$ cat config.mk
export PLATFORM = sky130hd
export DESIGN_NAME = pong_score_overlay
export DESIGN_NICKNAME = d
export VERILOG_FILES = /design/src/rtl/pong_score_overlay.sv
export SDC_FILE = /design/constraint.sdc
export NUM_CORES = 1
export LEC_CHECK = 0
export ABC_AREA = 1
export BUFFER_PORTS_ARGS = -buffer_cell sky130_fd_sc_hd__buf_2
export CAP_MARGIN = 10
export CORE_MARGIN = 1.5
export CORE_UTILIZATION = 55
export CTS_CLUSTER_DIAMETER = 50
export DETAILED_ROUTE_END_ITERATION = 12
export PLACE_DENSITY = 0.88
export SYNTH_ARGS = -nofsm -noshare
export SYNTH_HDL_FRONTEND = slang
export SYNTH_SLANG_ARGS = --single-unit
$ cat constraint.sdc
create_clock -name clk -period 2.95 [get_ports clk]
set_input_delay 0.295 -clock clk [delete_from_list [all_inputs] [get_ports clk]]
set_output_delay 0.295 -clock clk [all_outputs]
set_load 0.005 [all_outputs]
$ cat src/rtl/pong_score_overlay.sv
// Pong scoreboard: counts points from hit edges and tells the RGB mux whether
// the current pixel sits on a lit segment of one of the four score digits.
module pong_score_overlay #(
    parameter logic [10:0] Y0        = 11'd25,
    parameter logic [10:0] X_L_TENS  = 11'd242,
    parameter logic [10:0] X_L_UNITS = 11'd276,
    parameter logic [10:0] X_R_TENS  = 11'd340,
    parameter logic [10:0] X_R_UNITS = 11'd374
) (
    input  logic       clk,
    input  logic       reset,
    input  logic       left_hit,
    input  logic       right_hit,
    input  logic       show,
    input  logic [9:0] x,
    input  logic [9:0] y,
    output logic [4:0] score_left,
    output logic [4:0] score_right,
    output logic       seg_on
);

    logic prev_left, prev_right;
    logic left_evt, right_evt;

    assign left_evt  = left_hit  & ~prev_left;
    assign right_evt = right_hit & ~prev_right;

    // The ball hitting one wall scores for the player on the opposite side.
    always_ff @(posedge clk) begin
        if (reset) begin
            prev_left   <= 1'b0;
            prev_right  <= 1'b0;
            score_left  <= 5'd0;
            score_right <= 5'd0;
        end else begin
            prev_left  <= left_hit;
            prev_right <= right_hit;
            if (right_evt && score_left != 5'd31)
                score_left <= score_left + 5'd1;
            if (left_evt && score_right != 5'd31)
                score_right <= score_right + 5'd1;
        end
    end

    // {tens, units} for a score in 0..31
    function automatic logic [7:0] split(input logic [4:0] s);
        logic [3:0] t, u;
        if (s >= 5'd30) begin
            t = 4'd3; u = 4'(s - 5'd30);
        end else if (s >= 5'd20) begin
            t = 4'd2; u = 4'(s - 5'd20);
        end else if (s >= 5'd10) begin
            t = 4'd1; u = 4'(s - 5'd10);
        end else begin
            t = 4'd0; u = s[3:0];
        end
        return {t, u};
    endfunction

    function automatic logic [6:0] seg7(input logic [3:0] d);
        case (d)
            4'd0:    return 7'h3F;
            4'd1:    return 7'h06;
            4'd2:    return 7'h5B;
            4'd3:    return 7'h4F;
            4'd4:    return 7'h66;
            4'd5:    return 7'h6D;
            4'd6:    return 7'h7D;
            4'd7:    return 7'h07;
            4'd8:    return 7'h7F;
            4'd9:    return 7'h6F;
            default: return 7'h00;
        endcase
    endfunction

    // 24x44 box at (x0, Y0), segments 4 px thick
    function automatic logic seg_hit(input logic [6:0] p, input logic [10:0] px,
                                     input logic [10:0] py, input logic [10:0] x0);
        logic       in_box;
        logic [10:0] rx, ry;
        logic [6:0] hit;
        in_box = (px >= x0) && (px <= x0 + 11'd23) && (py >= Y0) && (py <= Y0 + 11'd43);
        rx = px - x0;
        ry = py - Y0;
        hit[0] = (ry <= 11'd3);
        hit[1] = (rx >= 11'd20) && (ry <= 11'd23);
        hit[2] = (rx >= 11'd20) && (ry >= 11'd20);
        hit[3] = (ry >= 11'd40);
        hit[4] = (rx <= 11'd3) && (ry >= 11'd20);
        hit[5] = (rx <= 11'd3) && (ry <= 11'd23);
        hit[6] = (ry >= 11'd20) && (ry <= 11'd23);
        return in_box && |(p & hit);
    endfunction

    logic [7:0]  dl, dr;
    logic [10:0] px, py;

    always_comb begin
        dl = split(score_left);
        dr = split(score_right);
        px = {1'b0, x};
        py = {1'b0, y};
        seg_on = show & (seg_hit(seg7(dl[7:4]), px, py, X_L_TENS)
                       | seg_hit(seg7(dl[3:0]), px, py, X_L_UNITS)
                       | seg_hit(seg7(dr[7:4]), px, py, X_R_TENS)
                       | seg_hit(seg7(dr[3:0]), px, py, X_R_UNITS));
    end

endmodule

; ---- After elaboration in Yosys (flattened, before gate mapping)
; Memory sizes are Yosys's and may differ from the RTL's.
; Cells that the tools add are included.
[word_totals]
regBits = 12
romBits = 448
word_cells = 114
memories = 4
[mem_list]
columns = memory, words, width, read_ports, rd_clocked_by_memory_dff, write_ports, line_no
row1 = (name not given), 16, 7, 1, 0, 0, 61  ; case (d)
row2 = (name not given), 16, 7, 1, 0, 0, 61
row3 = (name not given), 16, 7, 1, 0, 0, 61
row4 = (name not given), 16, 7, 1, 0, 0, 61
[op_classes]
add_sub_neg = 13
n_lt_le_gt_ge = 28
n_eq_ne = 2
muxes = 12
bitwise_logic = 12
reduce_logical = 39
[op_table]
columns = operator, count
row1 = "11-bit by 5-bit >= comparator with 1-bit output, second input constant", 5
row2 = "11-bit by 2-bit less-or-equal comparator with 1-bit output, second input constant", 5
row3 = "10-bit by 9-bit less-or-equal comparator with 1-bit output, second input constant", 4
row4 = 1-bit logical AND, 35
row5 = "10-bit by 9-bit subtractor with 11-bit output, second input constant", 3
row6 = "10-bit by 9-bit >= comparator with 1-bit output, second input constant", 3
row7 = 7-bit AND, 4
row8 = 7-bit OR reduction, 4
row9 = 4-bit 2-to-1 mux, 6
row10 = "5-bit >= comparator, second input constant", 4
row11 = "4-bit subtractor, second input constant", 4
row12 = "11-bit by 6-bit >= comparator with 1-bit output, second input constant", 1
row13 = "11-bit by 5-bit less-or-equal comparator with 1-bit output, second input constant", 1
row14 = "10-bit by 5-bit subtractor with 11-bit output, second input constant", 1
row15 = "10-bit by 8-bit subtractor with 11-bit output, second input constant", 1
row16 = "5-bit by 1-bit adder with 5-bit output, second input constant", 2
row17 = "10-bit by 5-bit >= comparator with 1-bit output, second input constant", 1
row18 = "10-bit by 8-bit >= comparator with 1-bit output, second input constant", 1
row19 = "5-bit by 4-bit >= comparator with 1-bit output, second input constant", 2
row20 = "10-bit by 7-bit less-or-equal comparator with 1-bit output, second input constant", 1
row21 = "5-bit inequality test, second input constant", 2
row22 = 2-bit 2-to-1 mux, 4
row23 = "4-bit by 3-bit subtractor with 4-bit output, second input constant", 2
row24 = 1-bit AND, 3
row25 = 3 further kinds, 7

; ---- Logic depth before layout (Yosys ltp)
; Gate-level depths: netlist (run 1).
; An unclocked memory read counts as a cell.
[depth]
depth_word = 12
ltp_mapped = 22

; ---- Least setup slack after synthesis (run 1)
; OpenSTA, ideal clock, no wires.
[synth_timing]
kind = register to output
start = register score_left[0]
end = output port seg_on
t_arrival_ns = 2.647
required_ns = 2.655
setup_slack_ns = 0.008
stages_incl_launch_ff = 23
path_buffers = 0
path_cell_list = dfxtp_1 -> inv_1 -> ha_1 -> nand2_1 -> nand2_1 -> nand2_2 -> nand3_2 -> nand2_1 -> xor2_1 -> inv_1 -> ha_1 -> nand3b_1 -> nand2_1 -> nand2_1 -> and2_1 -> nand2_1 -> nand2_1 -> nor2_1 -> nand2_1 -> nand2_1 -> nand2_1 -> nor2_1 -> nor2_1
[synth_between]
elab_chain_len = 12
[synth_rtl]
columns = item, line_no
row1 = from (decl), 17  ; output logic [4:0] score_left,
row2 = from (signal assigned), 39  ; score_left <= score_left + 5'd1;
row3 = 4-bit subtractor / 5-bit by 4-bit >= comparator with 1-bit output (equally long branches), "53, 52"
row4 = 4-bit 2-to-1 mux / 1-bit 2-to-1 mux (equally long branches), 52  ; end else if (s >= 5'd10) begin
row5 = 4-bit 2-to-1 mux / 2-bit 2-to-1 mux (equally long branches), 50  ; end else if (s >= 5'd20) begin
row6 = 4-bit 2-to-1 mux / 2-bit 2-to-1 mux (equally long branches), 48  ; if (s >= 5'd30) begin
row7 = memory read 16 x 7 bit, --
row8 = 7-bit AND, 92  ; return in_box && |(p & hit);
row9 = 7-bit OR reduction, 92
row10 = 1-bit logical AND, 92
row11 = 1-bit bitwise OR (*), 104  ; | seg_hit(seg7(dl[3:0]), px, py, X_L_UNITS)
row12 = 1-bit bitwise OR (*), 105  ; | seg_hit(seg7(dr[7:4]), px, py, X_R_TENS)
row13 = 1-bit bitwise OR (*), 106  ; | seg_hit(seg7(dr[3:0]), px, py, X_R_UNITS));
row14 = 1-bit AND (*), 103  ; seg_on = show & (seg_hit(seg7(dl[7:4]), px, py, X_L_TENS)
row15 = to (decl), 19  ; output logic seg_on
; Mark *: on every way between the ends. The rest lies on a longest branch, timed or not.

; ---- Final worst setup path (run 1)
[layout_timing]
start = register score_left[2]
end = output port seg_on
; The elaborated chain is that of the path after synthesis.

==> results of run 1 <==
## report_power, final
part           total [mW]  switching [mW]  internal [mW]  leakage, nW
clock network       0.180          0.0615          0.118       0.0288
logic               0.457           0.286          0.171         1.94
registers           0.185          0.0137          0.171        0.101
total               0.821           0.361          0.460         2.07
## cells in the final DEF (no fill, tap or decap), types with 4 or more instances in the layout
master    instances
a21oi_1          20
nor2_2            5
inv_2             7
o211ai_1          7
inv_1            79
nor4_1            4
nand2_2          14
nand3_2           8
ha_1             32
ha_4              5
nor3_1           12
buf_4            23
nand2_1         175
dfxtp_1           7
o21ai_0          24
nand4_1           8
nor2_1           70
buf_2            35
nand3_1          53
xor2_1            6
clkbuf_8          4
## registers in the layout (all words and copies together), names as in the netlist
register,flops
prev_left,1
score_left,5
score_right,5
prev_right,1
## final timing paths
check / endpoint / cells after the start / slack [ns] / startpoint
max: seg_on / 21 / -0.13 / score_left[2]$_SDFFE_PP0P_
min: prev_right$_SDFF_PP0_ / 2 / 0.26 / reset
min reg2reg: score_right[2]$_SDFFE_PP0P_ / 2 / 0.56 / score_right[2]$_SDFFE_PP0P_
max reg2reg: score_left[3]$_SDFFE_PP0P_ / 11 / 0.78 / score_left[1]$_SDFFE_PP0P_
## logic make-up after synthesis
group / count (synthesis)
DFF: 12
AOI/OAI and AO/OA: 65
buffers and inverters: 94
adders and majority gates: 39
and+or+nand+nor: 363
xor gates and xnor gates: 8
## worst max-delay path, delay by kind of cell, from the launching register on
kind / cells / cell delay (ns)
flops: 1 / 0.39
buf+inv: 3 / 0.34
simple gates: 16 / 1.38
fa+ha+maj: 1 / 0.26
xor+xnor: 1 / 0.16
## area by class of cell
| cell class | instances | area (um^2) |
|---|---|---|
| clock buffers | 4 | 55.1 |
| fillers | 499 | 1750 |
| inverters | 89 | 339 |
| multi-input cells | 475 | 2660 |
| flip-flops and latches | 12 | 251 |
| well taps | 72 | 90.1 |
| repair buffers | 59 | 359 |
## through the flow
stage,TNS [ns],power (mW)
global route,-0.318,0.896
global placement,0,0.587
finish,-0.126,0.821
floorplan,0,0.479
detailed placement,-0.0627,0.600
CTS,-0.0926,0.810
## layer usage
layer,part of all wire (%),GRT usage [%],up-vias
met1,44,33.1,1724
met4,1.8,7.86,0
met2,50,50.3,137
met5,0,0,-
met3,4.6,1.40,19
li1,-,-,1977
## timing repair
item,CTS,global route
endpoints found under the setup margin,1,1
setup buffers,9,0
gates cloned,0,0
gates resized for setup,23,15
pin swaps,6,10
==> impl_metrics.toml, run 1 <==
[hold_path]
hold_path_class = "primary input to flop"

[logic_synthesis]
synth.most_common_cell = "nand2_1"
synth.largest_area_cell = "nand2_1"
synth-xor-area-share_pct = 2.23
avgSynthCellArea_um2 = 5.41
synth_top_area_share_pct = 21.6
synth-seq-cells = 12
synth.area.top_cells = "nand2_1, ha_1, inv_1"
synthArstFlopShare_pct = 0
synthFlopType = "dfxtp_1"
synth_fa_ha_area_share_pct = 15.5
netlist_area_mm2 = 0.00314
synth_top_family_by_area = "simple AND/OR/NAND/NOR gates"
syn-instance-count = 581
ys_types = 39
synth.mux.area_fraction_pct = 0
ys_warn_count = 0
synth-edff-count = 0
synth-compound-area-share_pct = 12.1
synth_fp_nets = 645
yosys.area_share.simple_pct = 51.1
yosys-top-cells-count = "nand2_1, inv_1, nor2_1"
yosysSeqAreaShare_pct = 7.64

[clock_network]
clkLatencyLatePin_ns = 0.24
clk_pin_slew_ns = 0.05
cts_buffers = 3
htreeDepth = 1
cts_tree = "yes"
cts_hold_buf = 0
clkSinkCount = 12
clock_path_buffers = 2
clockRootBuffer = "clkbuf_8"

[cells_and_area]
nNetsFinal = 704
stdcell_count = 711
post-route-util_pct = 68.2
n_antenna_cell = 0
drive_above_1_share_pct = 19.4
area.growth.synth_to_final_pct = 19.4
final_cell_area_mm2 = 0.00375

[routing]
drt_wl_total_um = 8670
drtAntennaViolNets = 0
wl_per_cell_um = 12.2
drc = 0
detail_route.iter0.violations = 311
firstDrtPassIters = 5
vias = 3857
viasPerCell = 5.42

[global_routing]
grt_max_degree = 14
grt_pass1_wl_um = 14000
grt_pass1_vias = 3419
grt_usage_pct = 27.0
antenna_found_initial = 0
grt-ovfl-total = 0

[critical_path]
worstPathCellList = "buf_4 -> nor2_1 -> nand2_2 -> nand3_2 -> nand2_2 -> xor2_2 -> inv_1 -> ha_1 -> nand3b_1 -> nand2_1 -> nand2_1 -> and2_1 -> nand2_1 -> nand2_1 -> nor2_1 -> nand2_1 -> nand2_1 -> nand2_1 -> nor2_2 -> nor2_1 -> buf_2"
slowest_delay_ns = 0.39
cp-start-kind = "flop"
crit_arrival_ns = 2.78
critPathMaxFanout = 6
crit_type = "flop to primary output"
crit_slowest_cell = "dfxtp_4"
cp-end-kind = "primary output"
required_ns = 2.65
crit_top_cell = "nand2_1"

[sta]
final.setup.worst_slack_ns = -0.126
rsz0062_at_grt = "yes"
final_hold_viol_count = 0
setup_viol = 1
skew_ns = 0.00189
fin_crit_sh_pct = 104
final_max_slew_viol_count = 0
holdWs_ns = 0.260
worstMarginPinSlew_ns = 0.596
fmax_ghz = 0.325
fin_crit_ns = 3.08
slew-limit-headroom_pct = 59.9

[pwr]
p_leak_nw = 2.07
vdd_drop_max_mv = 0.355
p_per_area_mw_per_mm2 = 219

[die]
die_w_um = 78.6
ioPinCount = 36
die_area_mm2 = 0.00618
std_cell_rows = 27
core-area_mm2 = 0.00551
start_util_pct = 57.1
die_h_um = 78.6

[placement]
portBuffers = 35
gp_congestion = 0.973
placed_cells = 698
placed_cell_area_mm2 = 0.00350
place_ws_ns = -0.0627
dpl.hpwl_um = 6620

[outcome]
violations = "setup timing"
outcome = "complete, but fails checks"

[flow_run]
maxCapViolations = 0
(Power assumes the default switching activity.)
==> run 2, diff against run 1 <==
--- a/config.mk
+++ b/config.mk
@@ -13,6 +13,7 @@
 export CTS_CLUSTER_DIAMETER = 50
 export DETAILED_ROUTE_END_ITERATION = 12
 export PLACE_DENSITY = 0.88
+export RECOVER_POWER = 25
 export SYNTH_ARGS = -nofsm -noshare
 export SYNTH_HDL_FRONTEND = slang
 export SYNTH_SLANG_ARGS = --single-unit
==> run 2 against run 1 <==
The run still ends with setup timing left. Global-route usage did not move. Largest power group unchanged. Register-to-register slack hardly changed. Total power is 0.26% lower. Flip-flop and latch count stayed put. Critical path type unchanged. First-iteration DRC count rose by 4.2%. Critical path depth unchanged. Clock-buffer cell count unchanged. Routed wire length about the same. Sequential power about the same.
==> impl_metrics.toml, run 2 (synthesis gave the netlist of run 1 again) <==
[outcome]
outcome = "complete, but fails checks"
violations = "setup timing"

[clock_network]
cts_hold_buf = 0
clk_pin_slew_ns = 0.05
cts_buffers = 3
clock_path_buffers = 2
clkLatencyLatePin_ns = 0.24
clkSinkCount = 12
cts_tree = "yes"
htreeDepth = 1
clockRootBuffer = "clkbuf_8"

[critical_path]
slowest_delay_ns = 0.39
crit_arrival_ns = 2.79
crit_slowest_cell = "dfxtp_4"
crit_type = "flop to primary output"
cp-end-kind = "primary output"
crit_top_cell = "nand2_1"
worstPathCellList = "buf_4 -> nor2_1 -> nand2_2 -> nand3_2 -> nand2_2 -> xor2_2 -> inv_1 -> ha_1 -> nand3b_1 -> nand2_1 -> nand2_1 -> and2_1 -> nand2_1 -> nand2_1 -> nor2_1 -> nand2_1 -> nand2_1 -> nand2_1 -> nor2_2 -> nor2_1 -> buf_2"
rrSetupSlack_ns = 0.79
critPathMaxFanout = 6
required_ns = 2.65
cp-start-kind = "flop"

[cells_and_area]
drive_above_1_share_pct = 19.1
layout_commonest_cell = "nand2_1"
largest_registers = "score_left x5, score_right x5"
final_cell_mix = "nand2_1, inv_1, nor2_1"
n_antenna_cell = 0
final_cell_area_mm2 = 0.00375
post-route-util_pct = 68.0
nNetsFinal = 704
stdcell_count = 711
area.growth.synth_to_final_pct = 19.2

[placement]
place_ws_ns = -0.0627
placed_cells = 698
dpl.hpwl_um = 6620
gp_congestion = 0.973
portBuffers = 35
placed_cell_area_mm2 = 0.00350

[sta]
setup_viol = 1
fin_crit_ns = 3.08
rsz0062_at_grt = "yes"
skew_ns = 0.00157
timing.setup.tns_ns = -0.134
worstMarginPinSlew_ns = 0.586
final_max_slew_viol_count = 0
final_hold_viol_count = 0
slew-limit-headroom_pct = 60.6
fin_crit_sh_pct = 105
final.setup.worst_slack_ns = -0.134
fmax_ghz = 0.324
holdWs_ns = 0.261

[global_routing]
grt_pass1_wl_um = 14000
grt_max_degree = 14
antenna_found_initial = 0
grt_pass1_vias = 3419
grt-ovfl-total = 0
grt_usage_pct = 27.0

[routing]
wl_per_cell_um = 12.2
met1_length_um = 3680
detail_route.iter0.violations = 324
drtAntennaViolNets = 0
wl_met2_um = 4390
maxUsedRoutingLayer = "met4"
drc = 0
firstDrtPassIters = 5
vias = 3873
dr_wl_met3_um = 481
drt_wl_total_um = 8670
viasPerCell = 5.45

[die]
start_util_pct = 57.1
ioPinCount = 36
die_w_um = 78.6
die_area_mm2 = 0.00618
std_cell_rows = 27
die_h_um = 78.6
core-area_mm2 = 0.00551

[pwr]
p_leak_nw = 2.06
vdd_drop_max_mv = 0.355
p_total_mw = 0.819
p_per_area_mw_per_mm2 = 219

[flow_run]
maxCapViolations = 0

[hold_path]
hold_path_class = "primary input to flop"
[run 2: cell count changes in the layout (fill, tap and decap cells not counted)]
cell / before / now
buf_4: 23 / 21
clkbuf_1: 0 / 2
[run 2: worst max-delay path, delay by kind of cell (launching register included)]
family	cells	cell delay (ns)
adder cells (fa/ha/maj)	1	0.26
XOR/XNOR	1	0.16
AND/OR/NAND/NOR	16	1.38
buffers and inverters	3	0.34
flip-flops	1	0.39
[run 2: layout make-up]
type                            count  area [um^2]
Timing Repair Buffer               59          352
Fill cell                         501         1760
Tap cell                           72         90.1
Inverter                           89          339
Clock buffer                        4         55.1
Sequential cell                    12          251
Multi-Input combinational cell    475         2660
[run 2: final timing paths]
check                                   start                          end  cells past startpoint
setup / recovery   score_left[2]$_SDFFE_PP0P_                       seg_on                     21
hold / removal                          reset        prev_right$_SDFF_PP0_                      2
hold reg to reg   score_right[2]$_SDFFE_PP0P_  score_right[2]$_SDFFE_PP0P_                      2
setup reg to reg   score_left[1]$_SDFFE_PP0P_   score_left[3]$_SDFFE_PP0P_                     11
[run 2: report_power, final]
part	internal [mW]	total, mW	switching (mW)
clock network	0.118	0.179	0.0614
logic	0.169	0.455	0.286
registers	0.171	0.185	0.0137
total	0.458	0.819	0.361
[run 2: per-layer routing]
layer | up-vias | GRT usage (%)
met3 | 15 | 1.40
met5 | - | 0
met1 | 1722 | 33.1
met2 | 161 | 50.3
met4 | 0 | 7.86
li1 | 1975 | -
[run 2: timing repair]
action                     4_1_cts  5_1_grt
setup buffers                    9        0
resized for setup               23       15
pin swaps                        6       10
setup endpoints to repair        1        1
